**src/rtl/instr_fetch.sv**
```systemverilog
// Fetch stage of the multi-cycle RISC-V core: owns PC and IR, issues one word
// read per fetch request and reports misaligned-PC and bus-timeout faults.
module instr_fetch #(
  parameter logic [31:0] RESET_PC       = 32'h0000_0000,
  parameter int unsigned TIMEOUT_CYCLES = 16,
  parameter logic [31:0] NOP_INSTR      = 32'h0000_0013
) (
  input  logic        clk,
  input  logic        rst_n,
  input  logic        fetch_start,
  input  logic        pc_we,
  input  logic [31:0] pc_in,
  input  logic        fault_clr,
  output logic        mem_req,
  output logic [31:0] mem_addr,
  input  logic [31:0] mem_rdata,
  input  logic        mem_rvalid,
  output logic [31:0] instr,
  output logic [31:0] pc,
  output logic [31:0] old_pc,
  output logic        instr_valid,
  output logic        busy,
  output logic        fault,
  output logic [1:0]  fault_code
);

  localparam logic [7:0] LAST_COUNT = 8'(TIMEOUT_CYCLES - 1);

  typedef enum logic [1:0] {
    S_IDLE = 2'd0,
    S_REQ  = 2'd1,
    S_WAIT = 2'd2,
    S_ERR  = 2'd3
  } fetchState_t;

  fetchState_t stateR;
  fetchState_t stateNext;
  logic [7:0]  counterR;
  logic [7:0]  counterNext;
  logic [31:0] pcNext;
  logic [31:0] oldPcNext;
  logic [31:0] instrNext;
  logic [31:0] memAddrNext;
  logic        memReqNext;
  logic        instrValidNext;
  logic [1:0]  faultCodeNext;
  logic        captureS;
  logic        timeoutS;

  // Data arriving on the timeout cycle still counts as a capture.
  assign captureS = ((stateR == S_REQ) || (stateR == S_WAIT)) && mem_rvalid;
  assign timeoutS = (stateR == S_WAIT) && !mem_rvalid && (counterR == LAST_COUNT);

  // State register
  always_ff @(posedge clk or negedge rst_n) begin
    if (!rst_n) begin
      stateR <= S_IDLE;
    end else begin
      stateR <= stateNext;
    end
  end

  // Next-state logic
  always_comb begin
    stateNext = stateR;
    case (stateR)
      S_IDLE: begin
        if (pc_we) begin
          stateNext = S_IDLE;
        end else if (fetch_start) begin
          stateNext = (pc[1:0] != 2'b00) ? S_ERR : S_REQ;
        end else begin
          stateNext = S_IDLE;
        end
      end
      S_REQ: begin
        if (captureS) begin
          stateNext = S_IDLE;
        end else begin
          stateNext = S_WAIT;
        end
      end
      S_WAIT: begin
        if (captureS) begin
          stateNext = S_IDLE;
        end else if (timeoutS) begin
          stateNext = S_ERR;
        end else begin
          stateNext = S_WAIT;
        end
      end
      S_ERR: begin
        if (fault_clr) begin
          stateNext = S_IDLE;
        end else begin
          stateNext = S_ERR;
        end
      end
      default: stateNext = S_IDLE;
    endcase
  end

  // Next values of the datapath registers and registered outputs
  always_comb begin
    pcNext         = pc;
    oldPcNext      = old_pc;
    instrNext      = instr;
    memAddrNext    = mem_addr;
    memReqNext     = 1'b0;
    instrValidNext = 1'b0;
    faultCodeNext  = fault_code;
    counterNext    = counterR;
    case (stateR)
      S_IDLE: begin
        if (pc_we) begin
          pcNext = pc_in;
        end else if (fetch_start && (pc[1:0] != 2'b00)) begin
          faultCodeNext = 2'b01;
        end else if (fetch_start) begin
          memReqNext  = 1'b1;
          memAddrNext = pc;
          counterNext = 8'd0;
        end else begin
          pcNext = pc;
        end
      end
      S_REQ, S_WAIT: begin
        if (captureS) begin
          instrNext      = mem_rdata;
          oldPcNext      = pc;
          pcNext         = pc + 32'd4;
          instrValidNext = 1'b1;
        end else if (timeoutS) begin
          faultCodeNext = 2'b10;
        end else if (stateR == S_WAIT) begin
          counterNext = counterR + 8'd1;
        end else begin
          counterNext = counterR;
        end
      end
      S_ERR: begin
        if (fault_clr) begin
          faultCodeNext = 2'b00;
        end else begin
          faultCodeNext = fault_code;
        end
      end
      default: begin
        faultCodeNext = 2'b00;
      end
    endcase
  end

  // Output and datapath registers
  always_ff @(posedge clk or negedge rst_n) begin
    if (!rst_n) begin
      pc          <= RESET_PC;
      old_pc      <= RESET_PC;
      instr       <= NOP_INSTR;
      mem_req     <= 1'b0;
      mem_addr    <= 32'h0000_0000;
      instr_valid <= 1'b0;
      busy        <= 1'b0;
      fault       <= 1'b0;
      fault_code  <= 2'b00;
      counterR    <= 8'd0;
    end else begin
      pc          <= pcNext;
      old_pc      <= oldPcNext;
      instr       <= instrNext;
      mem_req     <= memReqNext;
      mem_addr    <= memAddrNext;
      instr_valid <= instrValidNext;
      busy        <= (stateNext != S_IDLE);
      fault       <= (stateNext == S_ERR);
      fault_code  <= faultCodeNext;
      counterR    <= counterNext;
    end
  end

endmodule

```
**config.mk**
```make
export PLATFORM = sky130hd
export DESIGN_NAME = instr_fetch
export DESIGN_NICKNAME = d
export VERILOG_FILES = /design/src/rtl/instr_fetch.sv
export SDC_FILE = /design/constraint.sdc
export NUM_CORES = 1
export LEC_CHECK = 0
export CORE_MARGIN = 2
export CORE_UTILIZATION = 43
export DETAILED_ROUTE_END_ITERATION = 8
export GPL_TIMING_DRIVEN = 0
export PLACE_DENSITY_LB_ADDON = 0.25
export SLEW_MARGIN = 15
export SYNTH_ARGS = -nofsm -noshare
export SYNTH_HDL_FRONTEND = slang
export SYNTH_SLANG_ARGS = --single-unit
```
**constraint.sdc**
```tcl
create_clock -name clk -period 2.35 [get_ports clk]
set_clock_uncertainty 0.2 [all_clocks]
set_input_delay 0.235 -clock clk [delete_from_list [all_inputs] [get_ports clk]]
set_output_delay 0.235 -clock clk [all_outputs]
set_load 0.01 [all_outputs]
```
== After elaboration in Yosys (flattened, before gate mapping) ==
Index checks and enable logic that the tools add are counted.

* Bitwise gates (word level): 2
* Reductions and logical operators: 16
* Muxes and demuxes: 30
* Add/subtract/negate cells: 2
* Eq/ne operators: 16

{| class="wikitable"
|+ Operator list
! cell !! count
|-
| 32-bit two-way mux || 2
|-
| 32-bit case mux with 2 select lines || 1
|-
| 8-bit two-way mux || 6
|-
| 32-bit by 3-bit adder with 32-bit output, second input constant || 1
|-
| 2-bit two-way mux || 11
|-
| 2-bit inequality test, second input constant || 11
|-
| 8-bit case mux with 2 select lines || 1
|-
| 8-bit by 1-bit adder with 8-bit output, second input constant || 1
|-
| 8-bit by 4-bit == test with 1-bit output, second input constant || 1
|-
| 2-bit case mux with 4 select lines || 1
|-
| 1-bit two-way mux || 7
|-
| 7-bit AND reduction || 1
|-
| 2-bit == test, second input constant || 3
|-
| 2-bit case mux with 3 select lines || 1
|-
| 2-bit nonzero test || 3
|-
| 5-bit AND reduction || 1
|-
| 1-bit logical AND || 4
|-
| 4-bit AND reduction || 1
|-
| 3-bit AND reduction || 1
|-
| 2-bit by 1-bit == test with 1-bit output, second input constant || 1
|-
| 2-bit logical NOT || 1
|-
| 1-bit NOT || 2
|-
| 2-bit AND reduction || 1
|-
| 2-bit OR reduction || 1
|-
| 2 further kinds || 2
|}

* Logic and storage cells: 77
* Input port bits: 70
* Bits in registers: 144
* Output and inout port bits: 134

== Longest topological paths before layout ==
* Word-level depth: 7
* Depth in mapped cells: 9
* Mapped depth without buffers: 7

== Worst setup path after synthesis ==
No wires, ideal clock.

* Path kind: register to register
* Start point: register stateR[0]
* End point: register pc[12]
* Stages on the path, launching flop included: 10
* Arrival time: 2033 ps
* Library setup time: 137 ps
* Setup slack: -21 ps
* Path through: dfrtp_1 inv_1 ha_1 buf_2 mux2i_1 or2_1 clkbuf_1 clkbuf_1 a21oi_1 a2bb2oi_1

* Longest elaborated chain between the ends: 5
* Elaborated cells between the ends (all ways): 11
* Those cells by class: eq/ne (4); mux (1); reduce/logical (6)

{| class="wikitable"
|+ RTL lines
! element !! RTL line !! RTL
|-
| from (decl) || 36 || <nowiki>fetchState_t stateR;</nowiki>
|-
| from (signal assigned) || 59 || <nowiki>stateR <= stateNext;</nowiki>
|-
| 2-bit by 1-bit == test with 1-bit output or 2-bit == test (tied branches) || 51, 113 ||
|-
| 1-bit logical OR || 51 || <nowiki>assign captureS = ((stateR == S_REQ) || (stateR == S_WAIT)) && mem_rvalid;</nowiki>
|-
| 1-bit logical AND || 51 ||
|-
| 2-bit inequality test (no line) || -- ||
|-
| 3-bit AND reduction (no line) || -- ||
|-
| to (signal assigned) || 168 || <nowiki>pc <= pcNext;</nowiki>
|-
| to (decl) || 19 || <nowiki>output logic [31:0] pc,</nowiki>
|}

Several ways; a longest one is shown, not always the timed one.
A chain may end at the register's enable or synchronous reset.

== Worst setup path after layout ==
* Start point: register pc[9]
* End point: register pc[27]

* Longest elaborated chain between the ends: 3

{| class="wikitable"
|+ RTL lines
! element !! RTL line !! RTL
|-
| 32-bit by 3-bit adder with 32-bit output || 131 || <nowiki>pcNext = pc + 32'd4;</nowiki>
|-
| 32-bit two-way mux || 128 || <nowiki>if (captureS) begin</nowiki>
|-
| 32-bit case mux with 2 select lines || 113 || <nowiki>case (stateR)</nowiki>
|}

No other way between the ends. The select of a mux whose other input is x is not followed.

==> impl_metrics.yaml <==
outcome:
  status: "finished, final reports clean"
pwr:
  combPwrFrac_pct: 52.1
  netSwitchingFraction_pct: 38.0
  leakage_uw: 0.00405
  power.total_uw: 15700
  pwr-share-seq_pct: 29.7
  powerDensity_nw_per_um2: 1580
  clkPwrFrac_pct: 18.3
  peakVddDrop_uv: 872
  p_switching_uw: 5960
  p_int_uw: 9720
setup_path:
  crit_path_start_kind: "flop"
  cp.required_ns: 2.51
  cp_max_fo: 9
  end_kind: "flop"
  cp_top_family: "simple AND/OR/NAND/NOR gates"
  reg2reg_depth: 5
  r2r-end: "pc[27]$_DFFE_PN0P_"
  arrival_ns: 2.50
  cp_cell_sequence: "and4_1 -> buf_2 -> nand3_1 -> or4b_2 -> nand3_1"
  cpMaxStageDelayCell: "or4b_2"
  worst-path-buf-inv: 1
  criticalPathCategory: "flop to flop"
  slowest_delay_ns: 0.73
  rr_startpoint: "pc[9]$_DFFE_PN0P_"
  r2r_setup_slack_ns: 0.007
  path_common_cell: "nand3_1"
clock_network:
  cts.path.max_buffers: 2
  clk_latency_ns: 0.42
  cts_buffers: 17
  clk_pin_slew_ns: 0.06
  cts_num_sinks: 144
  clk_root_buffer_cell: "clkbuf_16"
  tritoncts: "built"
  h-tree-depth: 4
floorplanning:
  die-height_um: 129
  die_w_um: 129
  row_count: 45
  dieArea_um2: 16700
  ios: 204
  core-area_um2: 15300
  start_util_pct: 44.3
yosys:
  synthTopCellsByArea: "dfrtp_1 52%, mux2_2 15%, a21oi_1 2.3%"
  synth_edf_count: 0
  avgSynthCellArea_um2: 11.6
  synthCells: 583
  ys_seq_area_share_pct: 53.4
  synth.net_count: 661
  synthMuxAreaShare_pct: 15.8
  synth_xor_area_share_pct: 0
  synth_compound_area_share_pct: 11.9
  yosys.area.top_type_share_pct: 52.2
  ys_ff_latch: 144
  synth_area_um2: 6750
  synth_area_leader_cell: "dfrtp_1"
  synth_fa_ha_area_share_pct: 1.48
  synth_cell_types: 60
  synth_async_sr_flop_share_pct: 100
  ys.flop_type: "dfrtp_1"
  ys_warn_count: 0
  synth_top_family_by_area: "multiplexers"
  synth-simple-area-share_pct: 14.5
sta:
  setup_slack_ns: 0.00733
  rsz0062_at_grt: "yes"
  finalSetupViolCount: 0
  drv_slew: 0
  clock.fmax_ghz: 0.427
  period_needed_ns: 2.34
  fin_crit_sh_pct: 99.7
  relSlewSlack_pct: 60.2
  worst_slew_pin_slew_ns: 0.596
  final-hold-violation-count: 0
final_layout:
  syn2layout_area_growth_pct: 47.3
  layout_commonest_cell: "clkdlybuf4s50_1"
  fin_nets: 892
  final_util_pct: 65.2
  final_area_um2: 9950
  layout_common_cells: "202 x clkdlybuf4s50_1, 140 x dfrtp_1, 90 x mux2_2, 36 x nand2_1, 31 x a21oi_1"
  n_antenna_cell: 0
  drive_above_1_share_pct: 22.9
routing:
  drc: 0
  dr.pass1.iters: 5
  drt_wl_total_mm: 20.8
  vias: 5955
  antenna_left: 0
  viasPerCell: 5.74
  wl_per_cell_um: 20.0
  first_iter_violations: 476
grt:
  grt_overflow: 0
  grt_pass1_wl_mm: 32.1
  antenna_found_initial: 0
  grt_usage_pct: 25.1
  grt_pass1_vias: 6021
  grt_max_degree: 81
run:
  drv_cap: 0
place:
  dp_slack_ns: -0.719
  gp_congestion: 0.921
  dp_hpwl_mm: 14.8
  port_buffers: 203
  dpl_cell_area_um2: 9080
worst_hold_path:
  hp-class: "primary input to asynchronous set/reset pin"
## metal layers
layer / vias to the layer above / global-route usage [%] / share of wire [%]
li1: 2665 / - / -
met5: - / 0 / 0
met3: 45 / 7.84 / 11
met2: 337 / 40.0 / 47
met1: 2908 / 31.5 / 40
met4: 0 / 11.5 / 2.7
## worst register-to-register path, cell delays in order, from the launching register on
cell     delay (ns)
dfrtp_1        0.53
and4_1         0.24
buf_2          0.18
nand3_1        0.29
or4b_2         0.74
nand3_1        0.11
## flip-flops by register name, summed over array words and instances (netlist names)
name,cells
busy,1
counterR,8
fault,1
fault_code,2
instr,32
instr_valid,1
mem_addr,32
mem_req,1
old_pc,32
pc,32
stateR,2
## synth_stat cells, types with 3 or more instances
cell type / n
o31ai_1: 7
a211oi_1: 3
nor2b_1: 5
clkbuf_1: 28
o211ai_1: 6
mux2_2: 90
buf_1: 5
and4_1: 15
nor2_1: 12
nand3_1: 29
a311oi_1: 5
a2bb2oi_1: 4
ha_1: 8
a21oi_1: 31
and3_1: 5
o311ai_0: 7
o21a_1: 3
nor3b_1: 4
o22ai_1: 3
nand4_1: 13
o21ai_0: 27
inv_1: 10
nor3_1: 6
dfstp_2: 3
o22a_1: 3
nand2_1: 37
a31oi_1: 4
dfrtp_1: 141
and2_1: 5
or4_1: 5
nor4_1: 14
buf_2: 7
mux2i_1: 4
## layout make-up
type / instances / area, µm²
Tap cell: 211 / 264
Clock inverter: 13 / 185
Multi-Input combinational cell: 389 / 3040
Fill cell: 1216 / 5310
Buffer: 35 / 198
Clock buffer: 19 / 443
Sequential cell: 144 / 3610
Inverter: 11 / 42.5
Timing Repair Buffer: 216 / 2170
## per-stage QoR
| stage | hold WS [ns] | TNS [ns] | instances |
|---|---|---|---|
| final | 0.158 | 0 | 1038 |
| after global routing | 0.213 | -0.268 | 1038 |
| after CTS | 0.163 | -0.0917 | 1037 |
| after detailed placement | 0.0175 | -50.91 | 998 |
| after global placement | 0.266 | -726.54 | 997 |
| after floorplan | -0.261 | 0 | 583 |
## power by group through the flow
| stage | Combinational [µW] | Sequential (µW) | Clock (µW) |
|---|---|---|---|
| floorplan | 3600 | 4950 | 0 |
| global placement | 7530 | 4570 | 0 |
| detailed placement | 7690 | 4640 | 0 |
| CTS | 8020 | 4630 | 2910 |
| global route | 8810 | 4820 | 3010 |
| finish | 8160 | 4650 | 2870 |
## worst max path at each step
stage | startpoint | to | cells after the start
after global placement | rst_n | mem_addr[3]$_DFFE_PN0P_ | 1
after detailed placement | stateR[0]$_DFF_PN0_ | pc[31]$_DFFE_PN0P_ | 8
after global routing | mem_rvalid | pc[27]$_DFFE_PN0P_ | 6
after floorplan | stateR[0]$_DFF_PN0_ | pc[31]$_DFFE_PN0P_ | 8
final | pc[9]$_DFFE_PN0P_ | pc[27]$_DFFE_PN0P_ | 5
after CTS | stateR[1]$_DFF_PN0_ | pc[31]$_DFFE_PN0P_ | 7
## kinds of logic after synthesis
logic type               after synthesis
multiplexers                          95
buffers and inverters                 51
AO/OA/AOI/OAI                        118
flip-flops                           144
adder cells (fa/ha/maj)                8
AND/OR/NAND/NOR                      167
## timing repair
item / 4_1_cts / 5_1_grt
hold buffers: 1 / 0
buffers inserted: 9 / 2
pin swaps: 3 / 2
cloned: 0 / 1
setup endpoints to repair: 126 / 33
resized for setup: 40 / 10
endpoints found under the hold margin: 64 / 0
Power figures use the tool's default switching activity.
